[src/rtl/imm_ext_seq_if.sv]
// imm_ext_seq_if: handshake bundle for the immediate-extension unit.
//
// Valid/ready semantics on both channels: a transfer happens on a rising
// clock edge where valid and ready are both 1. A producer holds its payload
// stable while valid is high and ready is low. Ready may be asserted without
// valid.
//
// Signals:
//   in_valid/in_ready      - decode -> unit request channel
//   in_mode                - 00 SEXT, 01 ZEXT, 10 SHL, 11 PREFIX
//   in_data, in_shamt      - immediate field and SHL shift amount
//   out_valid/out_ready    - unit -> ALU operand channel
//   out_data, out_ovf      - extended operand and lost-bits flag
//
// master: the side driving requests and consuming results (decode/ALU).
// slave : the extension unit itself.
interface imm_ext_seq_if #(
  parameter int IN_W  = 5,
  parameter int OUT_W = 8,
  parameter int SH_W  = 3
);
  logic             in_valid;
  logic             in_ready;
  logic [1:0]       in_mode;
  logic [IN_W-1:0]  in_data;
  logic [SH_W-1:0]  in_shamt;
  logic             out_valid;
  logic             out_ready;
  logic [OUT_W-1:0] out_data;
  logic             out_ovf;

  modport master (
    output in_valid, in_mode, in_data, in_shamt, out_ready,
    input  in_ready, out_valid, out_data, out_ovf
  );

  modport slave (
    input  in_valid, in_mode, in_data, in_shamt, out_ready,
    output in_ready, out_valid, out_data, out_ovf
  );
endinterface

[src/rtl/imm_ext_seq.sv]
// imm_ext_seq: registered immediate-extension unit.
//
// Takes IN_W-bit immediate fields and produces OUT_W-bit operands in
// sign-extend, zero-extend or shift-left mode. PREFIX ops accumulate narrow
// fields into a wider immediate that the next non-PREFIX op consumes.
//
// Ports:
//   clk  - clock, all state on rising edge
//   rst  - asynchronous active-high reset
//   clr  - synchronous discard of any pending prefix (output reg untouched)
//   bus  - imm_ext_seq_if.slave request/result handshake
module imm_ext_seq #(
  parameter int IN_W  = 5,
  parameter int OUT_W = 8,
  parameter int SH_W  = 3
) (
  input  logic          clk,
  input  logic          rst,
  input  logic          clr,
  imm_ext_seq_if.slave  bus
);

  localparam logic [1:0] MODE_SEXT = 2'b00;
  localparam logic [1:0] MODE_SHL  = 2'b10;
  localparam logic [1:0] MODE_PFX  = 2'b11;

  // Chunks needed to fill OUT_W; the count saturates here.
  localparam int CMAX  = (OUT_W + IN_W - 1) / IN_W;
  localparam int CW    = $clog2(CMAX + 1);
  localparam int VW    = OUT_W + IN_W;
  localparam int SHL_W = OUT_W + (1 << SH_W);
  localparam logic [CW-1:0] CNT_MAX = CW'(CMAX);

  logic [OUT_W-1:0] acc;
  logic [CW-1:0]    cnt;
  logic             pov;

  logic [OUT_W-1:0] out_data_q;
  logic             out_ovf_q;
  logic             out_valid_q;

  // Prefix state as seen by this cycle's op (clr wipes it first).
  logic [OUT_W-1:0] acc_base;
  logic [CW-1:0]    cnt_base;
  logic             pov_base;

  logic [VW-1:0]    v;
  int               ew;
  logic             sbit;
  logic [OUT_W-1:0] ext;
  logic [SHL_W-1:0] shl_wide;
  logic             hi_lost;
  logic [OUT_W-1:0] res_data;
  logic             res_ovf;
  logic [OUT_W-1:0] acc_pfx;
  logic             pov_pfx;
  logic [CW-1:0]    cnt_pfx;

  logic accept;
  logic is_pfx;

  // in_ready depends only on the output register and out_ready.
  assign bus.in_ready  = !out_valid_q || bus.out_ready;
  assign bus.out_valid = out_valid_q;
  assign bus.out_data  = out_data_q;
  assign bus.out_ovf   = out_ovf_q;

  assign accept = bus.in_valid && bus.in_ready;
  assign is_pfx = (bus.in_mode == MODE_PFX);

  always_comb begin
    acc_base = clr ? '0 : acc;
    cnt_base = clr ? '0 : cnt;
    pov_base = clr ? 1'b0 : pov;

    // (acc << IN_W) | in_data without truncation.
    v = {acc_base, bus.in_data};

    // Only the bits actually supplied by prefix chunks plus this field count.
    ew = IN_W * (int'(cnt_base) + 1);
    if (ew > OUT_W) ew = OUT_W;

    sbit = 1'b0;
    for (int i = 0; i < OUT_W; i++) begin
      if (i == ew - 1) sbit = v[i];
    end

    ext = '0;
    for (int i = 0; i < OUT_W; i++) begin
      if (i < ew)                         ext[i] = v[i];
      else if (bus.in_mode == MODE_SEXT)  ext[i] = sbit;
      else                                ext[i] = 1'b0;
    end

    // Wide enough that no shift amount can push bits off the top.
    shl_wide = SHL_W'(ext) << bus.in_shamt;

    // Bits of V above OUT_W-1 are exactly the top IN_W bits of the old acc.
    hi_lost = |v[VW-1:OUT_W];

    res_data = ext;
    res_ovf  = pov_base | hi_lost;
    if (bus.in_mode == MODE_SHL) begin
      res_data = shl_wide[OUT_W-1:0];
      res_ovf  = pov_base | hi_lost | (|shl_wide[SHL_W-1:OUT_W]);
    end

    acc_pfx = v[OUT_W-1:0];
    pov_pfx = pov_base | hi_lost;
    cnt_pfx = (cnt_base == CNT_MAX) ? cnt_base : cnt_base + CW'(1);
  end

  // Prefix accumulator.
  always_ff @(posedge clk or posedge rst) begin
    if (rst) begin
      acc <= '0;
      cnt <= '0;
      pov <= 1'b0;
    end else if (accept && is_pfx) begin
      acc <= acc_pfx;
      cnt <= cnt_pfx;
      pov <= pov_pfx;
    end else if (accept || clr) begin
      // A non-PREFIX op consumes the prefix; clr alone discards it.
      acc <= '0;
      cnt <= '0;
      pov <= 1'b0;
    end
  end

  // Output register: reload wins over drain so back-to-back ops keep valid.
  always_ff @(posedge clk or posedge rst) begin
    if (rst) begin
      out_data_q  <= '0;
      out_ovf_q   <= 1'b0;
      out_valid_q <= 1'b0;
    end else if (accept && !is_pfx) begin
      out_data_q  <= res_data;
      out_ovf_q   <= res_ovf;
      out_valid_q <= 1'b1;
    end else if (bus.out_ready) begin
      out_valid_q <= 1'b0;
    end
  end

endmodule

[src/flat_wrapper.sv]
// flat-port wrapper written by rule: the top's interface ports become plain ports
module imm_ext_seq_flat 
#(
  parameter int IN_W  = 5,
  parameter int OUT_W = 8,
  parameter int SH_W  = 3
)
  (clk, rst, clr, bus_in_valid, bus_in_mode, bus_in_data, bus_in_shamt, bus_out_ready, bus_in_ready, bus_out_valid, bus_out_data, bus_out_ovf);
  imm_ext_seq_if #(.IN_W(IN_W), .OUT_W(OUT_W), .SH_W(SH_W)) bus_i ();
  input  logic clk;
  input  logic rst;
  input  logic clr;
  input wire logic [$bits(bus_i.in_valid)-1:0] bus_in_valid;
  input wire logic [$bits(bus_i.in_mode)-1:0] bus_in_mode;
  input wire logic [$bits(bus_i.in_data)-1:0] bus_in_data;
  input wire logic [$bits(bus_i.in_shamt)-1:0] bus_in_shamt;
  input wire logic [$bits(bus_i.out_ready)-1:0] bus_out_ready;
  output wire logic [$bits(bus_i.in_ready)-1:0] bus_in_ready;
  output wire logic [$bits(bus_i.out_valid)-1:0] bus_out_valid;
  output wire logic [$bits(bus_i.out_data)-1:0] bus_out_data;
  output wire logic [$bits(bus_i.out_ovf)-1:0] bus_out_ovf;
  assign bus_i.in_valid = bus_in_valid;
  assign bus_i.in_mode = bus_in_mode;
  assign bus_i.in_data = bus_in_data;
  assign bus_i.in_shamt = bus_in_shamt;
  assign bus_i.out_ready = bus_out_ready;
  assign bus_in_ready = bus_i.in_ready;
  assign bus_out_valid = bus_i.out_valid;
  assign bus_out_data = bus_i.out_data;
  assign bus_out_ovf = bus_i.out_ovf;
  imm_ext_seq #(.IN_W(IN_W), .OUT_W(OUT_W), .SH_W(SH_W)) u_core (.clk(clk), .rst(rst), .clr(clr), .bus(bus_i));
endmodule
[config.mk]
export PLATFORM = sky130hd
export DESIGN_NAME = imm_ext_seq_flat
export DESIGN_NICKNAME = d
export VERILOG_FILES = /design/src/rtl/imm_ext_seq_if.sv /design/src/rtl/imm_ext_seq.sv /design/src/flat_wrapper.sv
export SDC_FILE = /design/constraint.sdc
export NUM_CORES = 1
export LEC_CHECK = 0
export ABC_CLOCK_PERIOD_IN_PS = 5150
export BUFFER_PORTS_ARGS = -buffer_cell sky130_fd_sc_hd__clkbuf_2
export CORE_ASPECT_RATIO = 1.1
export CORE_UTILIZATION = 60
export CTS_CLUSTER_SIZE = 12
export DETAILED_ROUTE_END_ITERATION = 6
export PLACE_DENSITY = 0.95
export SYNTH_ARGS = -nofsm -noshare
export SYNTH_HDL_FRONTEND = slang
export SYNTH_SLANG_ARGS = --single-unit
[constraint.sdc]
create_clock -name clk -period 5.15 [get_ports clk]
set_input_delay 0.515 -clock clk [delete_from_list [all_inputs] [get_ports clk]]
set_output_delay 0.515 -clock clk [all_outputs]
set_load 0.05 [all_outputs]
; Yosys cells after proc, flatten, opt, wreduce, memory -nomap -nowiden
; Index checks and enable logic that the tools add are counted.
[word_totals]
regBits = 21
input_bits = 15
word_cells = 77
[classes]
addsub = 3
multipliers = 1
order_cmp = 9
n_eq_ne = 10
shifts = 1
n_mux = 32
n_bitwise = 2
reduce_logical = 13
[ops]
columns = op, n
row1 = $eq A4 B32 Y1 const A, 4
row2 = $lt A4 B32 Y1 const A, 4
row3 = $eq A3 B32 Y1 const A, 2
row4 = $lt A3 B32 Y1 const A, 2
row5 = $eq A2 B32 Y1 const A, 1
row6 = $gt A32 B5 Y1 const B, 1
row7 = $logic_not A32 Y1, 1
row8 = $lt A1 B32 Y1 const A, 1
row9 = $lt A2 B32 Y1 const A, 1
row10 = $mul A4 B32 Y32 const A, 1
row11 = $mux W32, 1
row12 = $mux W8, 4
row13 = $sub A32 B2 Y32 const B, 1
row14 = $mux W1, 23
row15 = $shl A8 B3 Y16, 1
row16 = $mux W2, 4
row17 = $reduce_or A8 Y1, 1
row18 = $eq A2 B2 Y1 const B, 3
row19 = $reduce_or A5 Y1, 1
row20 = $reduce_bool A2 Y1, 2
row21 = $add A2 B1 Y3 const B, 1
row22 = $logic_and A1 B1 Y1, 3
row23 = $add A2 B1 Y2 const B, 1
row24 = $logic_not A1 Y1, 2
row25 = other kinds (3), 5

; Logic depth before layout (Yosys ltp)
; Gate-level depths: netlist of the first run.
[logic_depth]
ltp_word = 21
mapped_depth = 13
mapped_depth_nobuf = 12

; Worst setup path before layout of the first run
; OpenSTA, ideal clock, no wires.
[synth_path]
kind = input to register
start = input clr
end = register u_core.out_ovf_q, in the netlist u_core.bus.out_ovf
setup_time_ps = 132
arrival_ps = 2819
t_required_ps = 5018
slack_ps = 2199
path_stages = 12
n_path_buf = 1
cell_sequence = buf_2 > inv_2 > nand2_1 > ha_1 > and2b_2 > ha_1 > nand3b_1 > o211a_1 > o21bai_4 > o211ai_2 > a2111oi_1 > o21ai_1
[synth_between]
elab_chain_cells = 21
[synth_rtl]
columns = item, line
row1 = "start, declared", flat_wrapper.sv:12  ; input logic clr;
row2 = $mux W2, imm_ext_seq.sv:73  ; cnt_base = clr ? '0 : cnt;
row3 = $add A2 B1 Y3, imm_ext_seq.sv:80  ; ew = IN_W * (int'(cnt_base) + 1);
row4 = $mul A4 B32 Y32, imm_ext_seq.sv:80
row5 = $gt A32 B5 Y1, imm_ext_seq.sv:81  ; if (ew > OUT_W) ew = OUT_W;
row6 = $mux W32, imm_ext_seq.sv:81
row7 = $sub A32 B2 Y32, imm_ext_seq.sv:85  ; if (i == ew - 1) sbit = v[i];
row8 = $logic_not A32 Y1, imm_ext_seq.sv:85
row9 = $mux W1 (8 in a row), imm_ext_seq.sv:85
row10 = $mux W1, imm_ext_seq.sv:91  ; else if (bus.in_mode == MODE_SEXT) ext[i] = sbit;
row11 = $mux W1, imm_ext_seq.sv:90  ; if (i < ew) ext[i] = v[i];
row12 = $shl A8 B3 Y16, imm_ext_seq.sv:96  ; shl_wide = SHL_W'(ext) << bus.in_shamt;
row13 = $reduce_or A8 Y1, imm_ext_seq.sv:105  ; res_ovf = pov_base | hi_lost | (|shl_wide[SHL_W-1:OUT_W]);
row14 = $or A1 B1 Y1, imm_ext_seq.sv:105
row15 = $mux W1 (*), imm_ext_seq.sv:103  ; if (bus.in_mode == MODE_SHL) begin
row16 = "end signal, assigned", imm_ext_seq.sv:139  ; out_ovf_q <= res_ovf;
row17 = "end, declared", imm_ext_seq.sv:39  ; logic out_ovf_q;
; Every way passes the cells marked *; elsewhere a longest branch is shown, timed or not.
; A chain may end at the register's enable or synchronous reset.

; Worst setup path in the final report of the first run
; Ends and elaborated chain as after synthesis.

==> results.py, run 1 <==
metrics = {
    "clock_tree": {
        "clock_latency_ns": 0.31,
        "clockBufferDepth": 2,
        "cts_root_buf": "clkbuf_4",
        "ctsHoldBuffers": 0,
        "htree_levels": 1,
        "clock-sinks": 21,
        "cts.repair.resized": 0,
        "post-cts-setup-buffer-count": 0,
        "clk_pin_slew_worst_paths_ns": 0.11,
        "cts_buffers": 3,
        "tritoncts": "done",
    },
    "global_routing": {
        "grtUsageTotal_pct": 31.2,
        "antenna_found_initial": 0,
        "grt_max_degree": 22,
        "grt_pass1_vias": 1371,
        "overflow": 0,
        "grt_pass1_wl_microns": 6330,
    },
    "yosys": {
        "synth_nets": 192,
        "synth.distinct_cells": 49,
        "synth_area_per_cell_sq_um": 8.73,
        "synth_edf_count": 0,
        "yosys_warnings": 0,
        "syn_inst": 172,
        "seq_area_frac_synth_pct": 35.0,
        "ys_seq_elements": 21,
        "synth-main-ff-cell": "dfrtp_1",
        "async_reset_ff_share_pct": 100,
        "netlist_area_sq_mm": 0.00150,
    },
    "floorplan": {
        "die_w_microns": 49.7,
        "die_area_sq_mm": 0.00271,
        "io-pin-count": 26,
        "die_h_microns": 54.5,
        "coreArea_sq_mm": 0.00230,
        "num_rows": 18,
        "start_util_pct": 65.4,
    },
    "placed_design": {
        "io_buffer_count": 25,
        "dp_hpwl_microns": 3040,
        "place_congestion": 0.913,
        "dpl-instance-area_sq_mm": 0.00164,
    },
    "sta": {
        "max_slew.worst_pin.slew_ns": 0.758,
        "drv_slew": 0,
        "tns_ns": 0,
        "fmax_mhz": 330,
        "max-slew-margin-rel_pct": 49.4,
        "timing.final.crit_share_pct": 58.9,
        "setup_viol": 0,
        "fin_skew_ns": 0.00482,
        "hold_violations": 0,
        "post-route-min-period_ns": 3.03,
        "rsz0062_at_grt": "false",
    },
    "route": {
        "antenna_left": 0,
        "num_vias": 1498,
        "vias_per_cell": 6.66,
        "finalWirelength_microns": 3930,
        "drt-pass1-iter-count": 5,
        "wire_per_inst_microns": 17.5,
        "first_iter_violations": 90,
        "remaining_drc_errors": 0,
    },
    "final_layout": {
        "num-nets-final": 216,
        "antenna-diode-count": 0,
        "area_delta_synth_final_pct": 10.9,
        "final_area_sq_mm": 0.00167,
        "final_layout_size_suffix_gt1_share_pct": 24.6,
    },
    "worst_setup_path": {
        "slowest_stage": "a2111oi_1",
        "crit_path_start_kind": "input pin",
        "cp.arrival_ns": 3.22,
        "path_class": "input pin to flip-flop",
        "end_kind": "flip-flop",
        "crit_fanout": 10,
        "cp.required_ns": 5.34,
        "crit_family": "compound AO/OA/AOI/OAI gates",
        "path_cells": "clkbuf_2 > inv_2 > nand2_1 > ha_1 > and2b_2 > ha_1 > nand3b_1 > o211a_1 > o21bai_4 > o211ai_2 > a2111oi_1 > o21ai_1",
        "r2r_slack_ns": 2.18,
        "critPathMaxStageDelay_ns": 0.45,
        "reg2regPathDepth": 10,
        "r2r_end": "u_core.bus.out_ovf",
        "crit_path_start": "clr",
        "worst-path-buf-inv": 2,
        "r2r-start": "u_core.cnt[0]",
        "path_common_cell": "ha_1",
    },
    "power": {
        "finalPower_mw": 0.423,
        "powerDensity_mw_per_mm2": 254,
        "p_leak_nw": 0.752,
        "vdd_drop_max_mv": 0.190,
    },
    "status": {
        "outcome": "complete, no violations",
    },
    "min_path": {
        "hold_class": "input pin to async pin",
    },
    "run": {
        "maxCapViolCount": 0,
    },
}
worst max-delay path by stage:
stage | endpoint | slack, ns | cells after the start
5_1_grt | u_core.bus.out_ovf | 1.99 | 12
3_5_place_dp | u_core.bus.out_ovf | 1.86 | 12
6_report | u_core.bus.out_ovf | 2.12 | 12
3_3_place_gp | u_core.bus.out_ovf | 2.06 | 12
4_1_cts | u_core.bus.out_ovf | 2.18 | 12
2_1_floorplan | u_core.bus.out_ovf | 2.20 | 12
state kept, by name (all words and copies together), names as in the netlist:
name	count
u_core.acc	8
u_core.bus.out_data	8
u_core.bus.out_ovf	1
u_core.bus.out_valid	1
u_core.cnt	2
u_core.pov	1
synth_stat cells, drive strengths merged (2+ instances only):
| master | n | area, sq um |
|---|---|---|
| mux2 | 3 | 33.8 |
| a21oi | 14 | 70.1 |
| a211oi | 3 | 37.5 |
| o211ai | 2 | 20.0 |
| nand2 | 20 | 75.1 |
| inv | 6 | 22.5 |
| nand3 | 5 | 25.0 |
| nor2 | 24 | 90.1 |
| buf | 3 | 13.8 |
| nor3 | 2 | 10.0 |
| clkbuf | 3 | 11.3 |
| nand3b | 2 | 15.0 |
| a221oi | 4 | 35.0 |
| a22oi | 5 | 37.5 |
| o21ai | 14 | 73.8 |
| nand2b | 2 | 12.5 |
| o311a | 2 | 22.5 |
| a22o | 7 | 62.6 |
| o31ai | 2 | 15.0 |
| ha | 5 | 62.6 |
| dfrtp | 21 | 526 |
| mux2i | 2 | 20.0 |
| a2111oi | 2 | 37.5 |
| nor3b | 2 | 26.3 |
stage by stage:
| stage | std cells | utilization (%) | setup WS (ns) | hold slack (ns) |
|---|---|---|---|---|
| 2_1_floorplan | 172 | - | 2.20 | 0.466 |
| 3_3_place_gp | 221 | 71.4 | 2.06 | 0.463 |
| 3_5_place_dp | 221 | 71.4 | 1.86 | 0.465 |
| 4_1_cts | 225 | 72.5 | 2.18 | 0.339 |
| 5_1_grt | 225 | 72.5 | 1.99 | 0.388 |
| 6_report | 225 | 72.5 | 2.12 | 0.298 |
layout by cell type, fill, tap and decap left out, types with 2 or more instances in the layout:
master,instances
a22oi_1,5
mux2i_1,2
nor2_1,24
inv_1,4
o31ai_1,2
a22o_1,6
clkbuf_4,3
clkbuf_2,25
nor3_1,2
dfrtp_1,21
a211oi_2,3
nand3_1,5
o21ai_0,12
ha_1,5
o311a_2,2
a21oi_1,14
nand3b_1,2
nand2b_1,2
mux2_2,3
a221oi_1,4
nand2_1,20
inv_2,2
cells by family (layout without fill, tap and decap cells):
kind of cell | count (synthesis) | in the layout | synth area share, %
DFF | 21 | 21 | 35.0
adders and majority gates | 5 | 5 | 4.17
buffers and inverters | 12 | 35 | 3.17
muxes | 5 | 5 | 3.58
and+or+nand+nor | 67 | 67 | 22.3
AOI/OAI and AO/OA | 62 | 62 | 31.8
report_power, final:
group          leakage, nW  internal, mW  switching, mW
Clock               0.0150        0.0303         0.0494
Sequential           0.274         0.180         0.0109
Combinational        0.463        0.0410          0.111
Total                0.752         0.252          0.172
final cells by class:
type                            instances  area (sq um)
Clock buffer                            4          26.3
Fill cell                             170           632
Inverter                                6          22.5
Multi-Input combinational cell        139           928
Sequential cell                        21           526
Tap cell                               30          37.5
Timing Repair Buffer                   25           125
layer usage:
| metal | routed length [microns] | up-vias | global-route usage (%) |
|---|---|---|---|
| li1 | - | 683 | - |
| met5 | 0 | - | 0 |
| met3 | 376 | 14 | 3.33 |
| met4 | 107 | 0 | 17.6 |
| met2 | 1890 | 103 | 51.1 |
| met1 | 1560 | 698 | 40.7 |
No activity file was read; power rests on OpenSTA's default activity.
==> run 2, diff against run 1 <==
--- a/config.mk
+++ b/config.mk
@@ -5,13 +5,13 @@
 export SDC_FILE = /design/constraint.sdc
 export NUM_CORES = 1
 export LEC_CHECK = 0
-export ABC_CLOCK_PERIOD_IN_PS = 5150
+export ABC_CLOCK_PERIOD_IN_PS = 2960
 export BUFFER_PORTS_ARGS = -buffer_cell sky130_fd_sc_hd__clkbuf_2
 export CORE_ASPECT_RATIO = 1.1
-export CORE_UTILIZATION = 60
+export CORE_UTILIZATION = 55
 export CTS_CLUSTER_SIZE = 12
 export DETAILED_ROUTE_END_ITERATION = 6
-export PLACE_DENSITY = 0.95
+export PLACE_DENSITY = 0.89
 export SYNTH_ARGS = -nofsm -noshare
 export SYNTH_HDL_FRONTEND = slang
 export SYNTH_SLANG_ARGS = --single-unit
==> constraint.sdc (replaced) <==
create_clock -name clk -period 2.96 [get_ports clk]
set_input_delay 0.296 -clock clk [delete_from_list [all_inputs] [get_ports clk]]
set_output_delay 0.296 -clock clk [all_outputs]
set_load 0.05 [all_outputs]
==> run 2 against run 1 <==
Net effect: routed wire length is 1.8% higher; sequential power is 75% higher; core utilization is 5.0 points lower; critical path depth is 2 lower; non-clock buffer count is 4 higher; hold slack worse by 0.23 ns; final cell count is 2.2% higher.
==> results.py, run 2 (synthesized netlist as in run 1, its figures left out) <==
metrics = {
    "floorplan": {
        "die_w_microns": 51.8,
        "coreArea_sq_mm": 0.00254,
        "start_util_pct": 59.0,
        "die_h_microns": 56.8,
        "die_area_sq_mm": 0.00294,
        "io-pin-count": 26,
        "num_rows": 19,
    },
    "clock_tree": {
        "clockBufferDepth": 2,
        "clock_latency_ns": 0.33,
        "ctsHoldBuffers": 0,
        "tritoncts": "done",
        "clock-sinks": 21,
        "cts_root_buf": "clkbuf_4",
        "htree_levels": 1,
        "clk_pin_slew_worst_paths_ns": 0.13,
        "cts_buffers": 3,
    },
    "sta": {
        "fin_skew_ns": 0.0187,
        "fmax_mhz": 365,
        "max-slew-margin-rel_pct": 48.4,
        "hold_violations": 0,
        "timing.final.crit_share_pct": 92.5,
        "rsz0062_at_grt": "false",
        "post-route-min-period_ns": 2.74,
        "max_slew.worst_pin.slew_ns": 0.774,
        "setup_viol": 0,
        "drv_slew": 0,
        "tns_ns": 0,
    },
    "worst_setup_path": {
        "r2r-start": "u_core.cnt[0]",
        "path_cells": "nand2_2 > ha_2 > nand4_1 > ha_1 > nand3b_1 > o211a_4 > nor4b_1 > a311oi_1 > a2111oi_2 > o21ai_1",
        "cp.arrival_ns": 2.96,
        "end_kind": "flip-flop",
        "critPathMaxStageDelay_ns": 0.41,
        "r2r_slack_ns": 0.22,
        "crit_fanout": 4,
        "r2r_end": "u_core.bus.out_ovf",
        "cp.required_ns": 3.18,
        "reg2regPathDepth": 10,
        "crit_path_start": "u_core.cnt[0]",
        "slowest_stage": "dfrtp_1",
        "path_class": "flip-flop to flip-flop",
        "endpoint": "u_core.bus.out_ovf",
        "crit_family": "compound AO/OA/AOI/OAI gates",
        "crit_path_start_kind": "flip-flop",
        "worst-path-buf-inv": 0,
        "cp.depth": 10,
    },
    "power": {
        "powerDensity_mw_per_mm2": 438,
        "p_leak_nw": 0.766,
        "vdd_drop_max_mv": 0.353,
    },
    "placed_design": {
        "dp_hpwl_microns": 3080,
        "dp_cells": 224,
        "place_congestion": 0.922,
        "io_buffer_count": 25,
    },
    "route": {
        "num_vias": 1500,
        "first_iter_violations": 90,
        "wire_per_inst_microns": 17.4,
        "finalWirelength_microns": 4010,
        "remaining_drc_errors": 0,
        "antenna_left": 0,
        "vias_per_cell": 6.52,
        "drt-pass1-iter-count": 5,
    },
    "run": {
        "maxCapViolCount": 0,
    },
    "global_routing": {
        "grt_pass1_vias": 1436,
        "antenna_found_initial": 0,
        "grtUsageTotal_pct": 31.1,
        "grt_pass1_wl_microns": 6730,
        "grt_max_degree": 22,
        "overflow": 0,
    },
    "final_layout": {
        "area_delta_synth_final_pct": 14.4,
        "final_layout_size_suffix_gt1_share_pct": 29.1,
        "final_cell_mix": "25 x clkbuf_2, 24 x nor2_1, 21 x dfrtp_1",
        "layout_commonest_cell": "clkbuf_2",
        "num-nets-final": 220,
        "instances_no_fill": 230,
        "antenna-diode-count": 0,
    },
    "min_path": {
        "hold_class": "input pin to async pin",
    },
    "status": {
        "outcome": "complete, no violations",
    },
}
==> run 2: how the worst min path moves through the flow <==
stage	endpoint	slack, ns	startpoint
final	u_core.bus.out_data[2]	0.07	rst
after global routing	u_core.bus.out_data[2]	0.14	rst
after CTS	u_core.bus.out_data[2]	0.10	rst
after detailed placement	u_core.bus.out_data[2]	0.46	rst
after global placement	u_core.bus.out_data[1]	0.43	rst
after floorplan	u_core.acc[0]	0.27	rst
==> run 2: through the flow <==
| stage | power, mW | utilization (%) | setup WS, ns | hold slack (ns) | instance area (sq um) |
|---|---|---|---|---|---|
| floorplan | 0.529 | - | 0.228 | 0.273 | 1500 |
| global placement | 0.595 | 65.1 | 0.244 | 0.432 | 1660 |
| detailed placement | 0.602 | 65.1 | 0.0430 | 0.461 | 1660 |
| CTS | 0.740 | 66.2 | 0.119 | 0.103 | 1680 |
| global route | 0.790 | 67.5 | 0.0144 | 0.142 | 1720 |
| finish | 0.752 | 67.5 | 0.223 | 0.0654 | 1720 |
==> run 2: final cells by class <==
cell class	count	area, sq um
clock buffers	3	22.5
clock inverters	1	5.00
fillers	204	826
inverters	6	22.5
multi-input cells	139	948
flip-flops and latches	21	526
well taps	31	38.8
repair buffers	29	155
==> run 2: metal layers <==
metal | vias to the layer above | track usage (%) | share of wire (%)
met1 | 697 | 40.9 | 39
met3 | 19 | 6.50 | 9.0
li1 | 694 | - | -
met2 | 90 | 47.7 | 48
met4 | 0 | 15.4 | 3.5
met5 | - | 0 | 0
==> run 2: where the power goes <==
| part | switching [mW] | internal, mW |
|---|---|---|
| Sequential | 0.0208 | 0.314 |
| Clock | 0.0956 | 0.0507 |
| Combinational | 0.195 | 0.0768 |
==> run 2: what timing repair did <==
item                                    in CTS  in global routing
resized for setup                            0                  5
setup buffers                                0                  2
endpoints found under the hold margin        0                  0
endpoints found under the setup margin       0                  1
==> run 3, diff against run 2 <==
==> constraint.sdc (replaced) <==
create_clock -name clk -period 2.96 [get_ports clk]
set_input_delay 0.592 -clock clk [delete_from_list [all_inputs] [get_ports clk]]
set_output_delay 0.592 -clock clk [all_outputs]
set_load 0.05 [all_outputs]
==> run 3 against run 2 <==
Net effect: sequential power barely moved; global-route usage fell by 0.85 points; sequential cell count did not move; setup slack improved by 0.059 ns; core utilization rose by 1.3 points; non-clock buffer count rose by 3; first-iteration DRC count fell by 2.2%; clock power fell by 3%; die area did not move; sequential share of layout area fell by 0.57 points; clock-buffer cell count did not move; register-to-register slack improved by 0.07 ns; critical path type is now input pin to flip-flop.
==> results.py, run 3 (synthesized netlist as in run 1, its figures left out) <==
metrics = {
    "status": {
        "outcome": "complete, no violations",
    },
    "worst_setup_path": {
        "cp.arrival_ns": 2.87,
        "path_cells": "clkbuf_2 > inv_2 > nand2_2 > ha_4 > nand4_1 > ha_1 > nand3b_1 > o211a_1 > o21bai_4 > o211ai_2 > a2111oi_1 > o21ai_1",
        "worst-path-buf-inv": 2,
        "slowest_stage": "a2111oi_1",
        "cp.required_ns": 3.15,
        "crit_path_start_kind": "input pin",
        "r2r_slack_ns": 0.29,
        "crit_fanout": 6,
        "reg2regPathDepth": 10,
        "crit_family": "compound AO/OA/AOI/OAI gates",
        "critPathMaxStageDelay_ns": 0.45,
        "end_kind": "flip-flop",
        "r2r_end": "u_core.bus.out_ovf",
        "r2r-start": "u_core.cnt[0]",
        "path_class": "input pin to flip-flop",
    },
    "placed_design": {
        "dp_hpwl_microns": 3190,
        "io_buffer_count": 25,
        "dp_cells": 229,
        "place_congestion": 0.963,
        "place_ws_ns": -0.00944,
    },
    "power": {
        "p_sw_mw": 0.305,
        "powerDensity_mw_per_mm2": 426,
        "vdd_drop_max_mv": 0.549,
        "p_leak_nw": 0.791,
        "combPwrFrac_pct": 36.5,
        "swShare_pct": 40.9,
        "internal_power_mw": 0.441,
        "pwr-share-clk_pct": 18.9,
        "pwr-share-seq_pct": 44.6,
    },
    "clock_tree": {
        "cts_buffers": 3,
        "clock_latency_ns": 0.31,
        "ctsHoldBuffers": 0,
        "clock-sinks": 21,
        "post-cts-setup-buffer-count": 0,
        "clockBufferDepth": 2,
        "htree_levels": 1,
        "clk_pin_slew_worst_paths_ns": 0.12,
        "cts_root_buf": "clkbuf_4",
        "tritoncts": "done",
        "cts.repair.resized": 0,
    },
    "final_layout": {
        "final_cell_mix": "25 x clkbuf_2, 24 x nor2_1, 21 x dfrtp_1",
        "final_layout_size_suffix_gt1_share_pct": 29.7,
        "fin_util_pct": 68.8,
        "instances_no_fill": 233,
        "num-nets-final": 223,
        "antenna-diode-count": 0,
        "area_delta_synth_final_pct": 16.6,
        "n_fill_cell": 215,
        "layout_commonest_cell": "clkbuf_2",
    },
    "global_routing": {
        "grt_pass1_wl_microns": 6710,
        "grt-busiest-layer": "met2",
        "use_met3_pct": 4.34,
        "antenna_found_initial": 0,
        "grtUsageTotal_pct": 30.3,
        "grt_max_degree": 22,
        "grt_pass1_vias": 1470,
        "overflow": 0,
        "use_met1_pct": 38.7,
        "use_met2_pct": 52.5,
    },
    "sta": {
        "setup_viol": 0,
        "hold_violations": 0,
        "max_slew.worst_pin.slew_ns": 0.770,
        "rsz0062_at_grt": "false",
        "timing.final.crit_share_pct": 90.5,
        "worst_slack_ns": 0.282,
        "max-slew-margin-rel_pct": 48.6,
        "fin_skew_ns": 0.00223,
        "drv_slew": 0,
        "fmax_mhz": 373,
        "tns_ns": 0,
        "post-route-min-period_ns": 2.68,
    },
    "route": {
        "first_iter_violations": 88,
        "vias_per_cell": 6.42,
        "antenna_left": 0,
        "wire_per_inst_microns": 17.5,
        "remaining_drc_errors": 0,
        "drt-pass1-iter-count": 4,
        "finalWirelength_microns": 4090,
        "num_vias": 1497,
    },
    "floorplan": {
        "die_w_microns": 51.8,
        "start_util_pct": 59.0,
        "io-pin-count": 26,
        "coreArea_sq_mm": 0.00254,
        "die_area_sq_mm": 0.00294,
        "num_rows": 19,
        "die_h_microns": 56.8,
    },
    "run": {
        "maxCapViolCount": 0,
    },
    "min_path": {
        "hold_class": "input pin to async pin",
    },
}
==> run 3: through the flow <==
stage | instance area, sq um | hold WS [ns] | power [mW]
3_3_place_gp | 1720 | 0.461 | 0.602
6_report | 1750 | 0.387 | 0.747
2_1_floorplan | 1530 | 0.466 | 0.532
5_1_grt | 1750 | 0.441 | 0.783
3_5_place_dp | 1720 | 0.472 | 0.609
4_1_cts | 1750 | 0.410 | 0.744
==> run 3: cell type report <==
cell class              instances  area (sq um)  share of cell area (%)
repair buffers                 32           178                    10.2
flip-flops and latches         21           526                    30.0
inverters                       6          22.5                    1.29
clock buffers                   3          22.5                    1.29
well taps                      31          38.8                    2.22
clock inverters                 1          5.00                   0.286
multi-input cells             139           958                    54.8
==> run 3: layer usage <==
metal	part of all wire, %	wire (microns)
met3	5.6	230
met5	0	0
met2	51	2090
met4	1.3	55
met1	42	1720
==> run 3: power groups by stage <==
| stage | combinational, mW | sequential [mW] | clock [mW] |
|---|---|---|---|
| 5_1_grt | 0.293 | 0.336 | 0.154 |
| 4_1_cts | 0.272 | 0.332 | 0.140 |
| 6_report | 0.273 | 0.333 | 0.141 |
| 2_1_floorplan | 0.116 | 0.417 | 0 |
| 3_5_place_dp | 0.271 | 0.338 | 0 |
| 3_3_place_gp | 0.265 | 0.337 | 0 |
==> run 3: worst max-delay path by stage <==
stage | slack [ns] | startpoint | end | cells past startpoint
2_1_floorplan | 0.008 | clr | u_core.bus.out_ovf | 13
3_3_place_gp | 0.09 | clr | u_core.bus.out_ovf | 12
3_5_place_dp | -0.009 | clr | u_core.bus.out_ovf | 12
4_1_cts | 0.31 | clr | u_core.bus.out_ovf | 12
5_1_grt | 0.04 | u_core.cnt[0] | u_core.bus.out_ovf | 10
6_report | 0.28 | clr | u_core.bus.out_ovf | 12
==> run 3: worst reg2reg max path: stages, from the launching register on <==
cell       delay (ns)
dfrtp_1          0.43
nand2_2          0.14
ha_4             0.31
nand4_1          0.08
ha_1             0.28
nand3b_1         0.10
o211a_1          0.31
o21bai_4         0.24
o211ai_2         0.10
a2111oi_1        0.45
o21ai_1          0.12
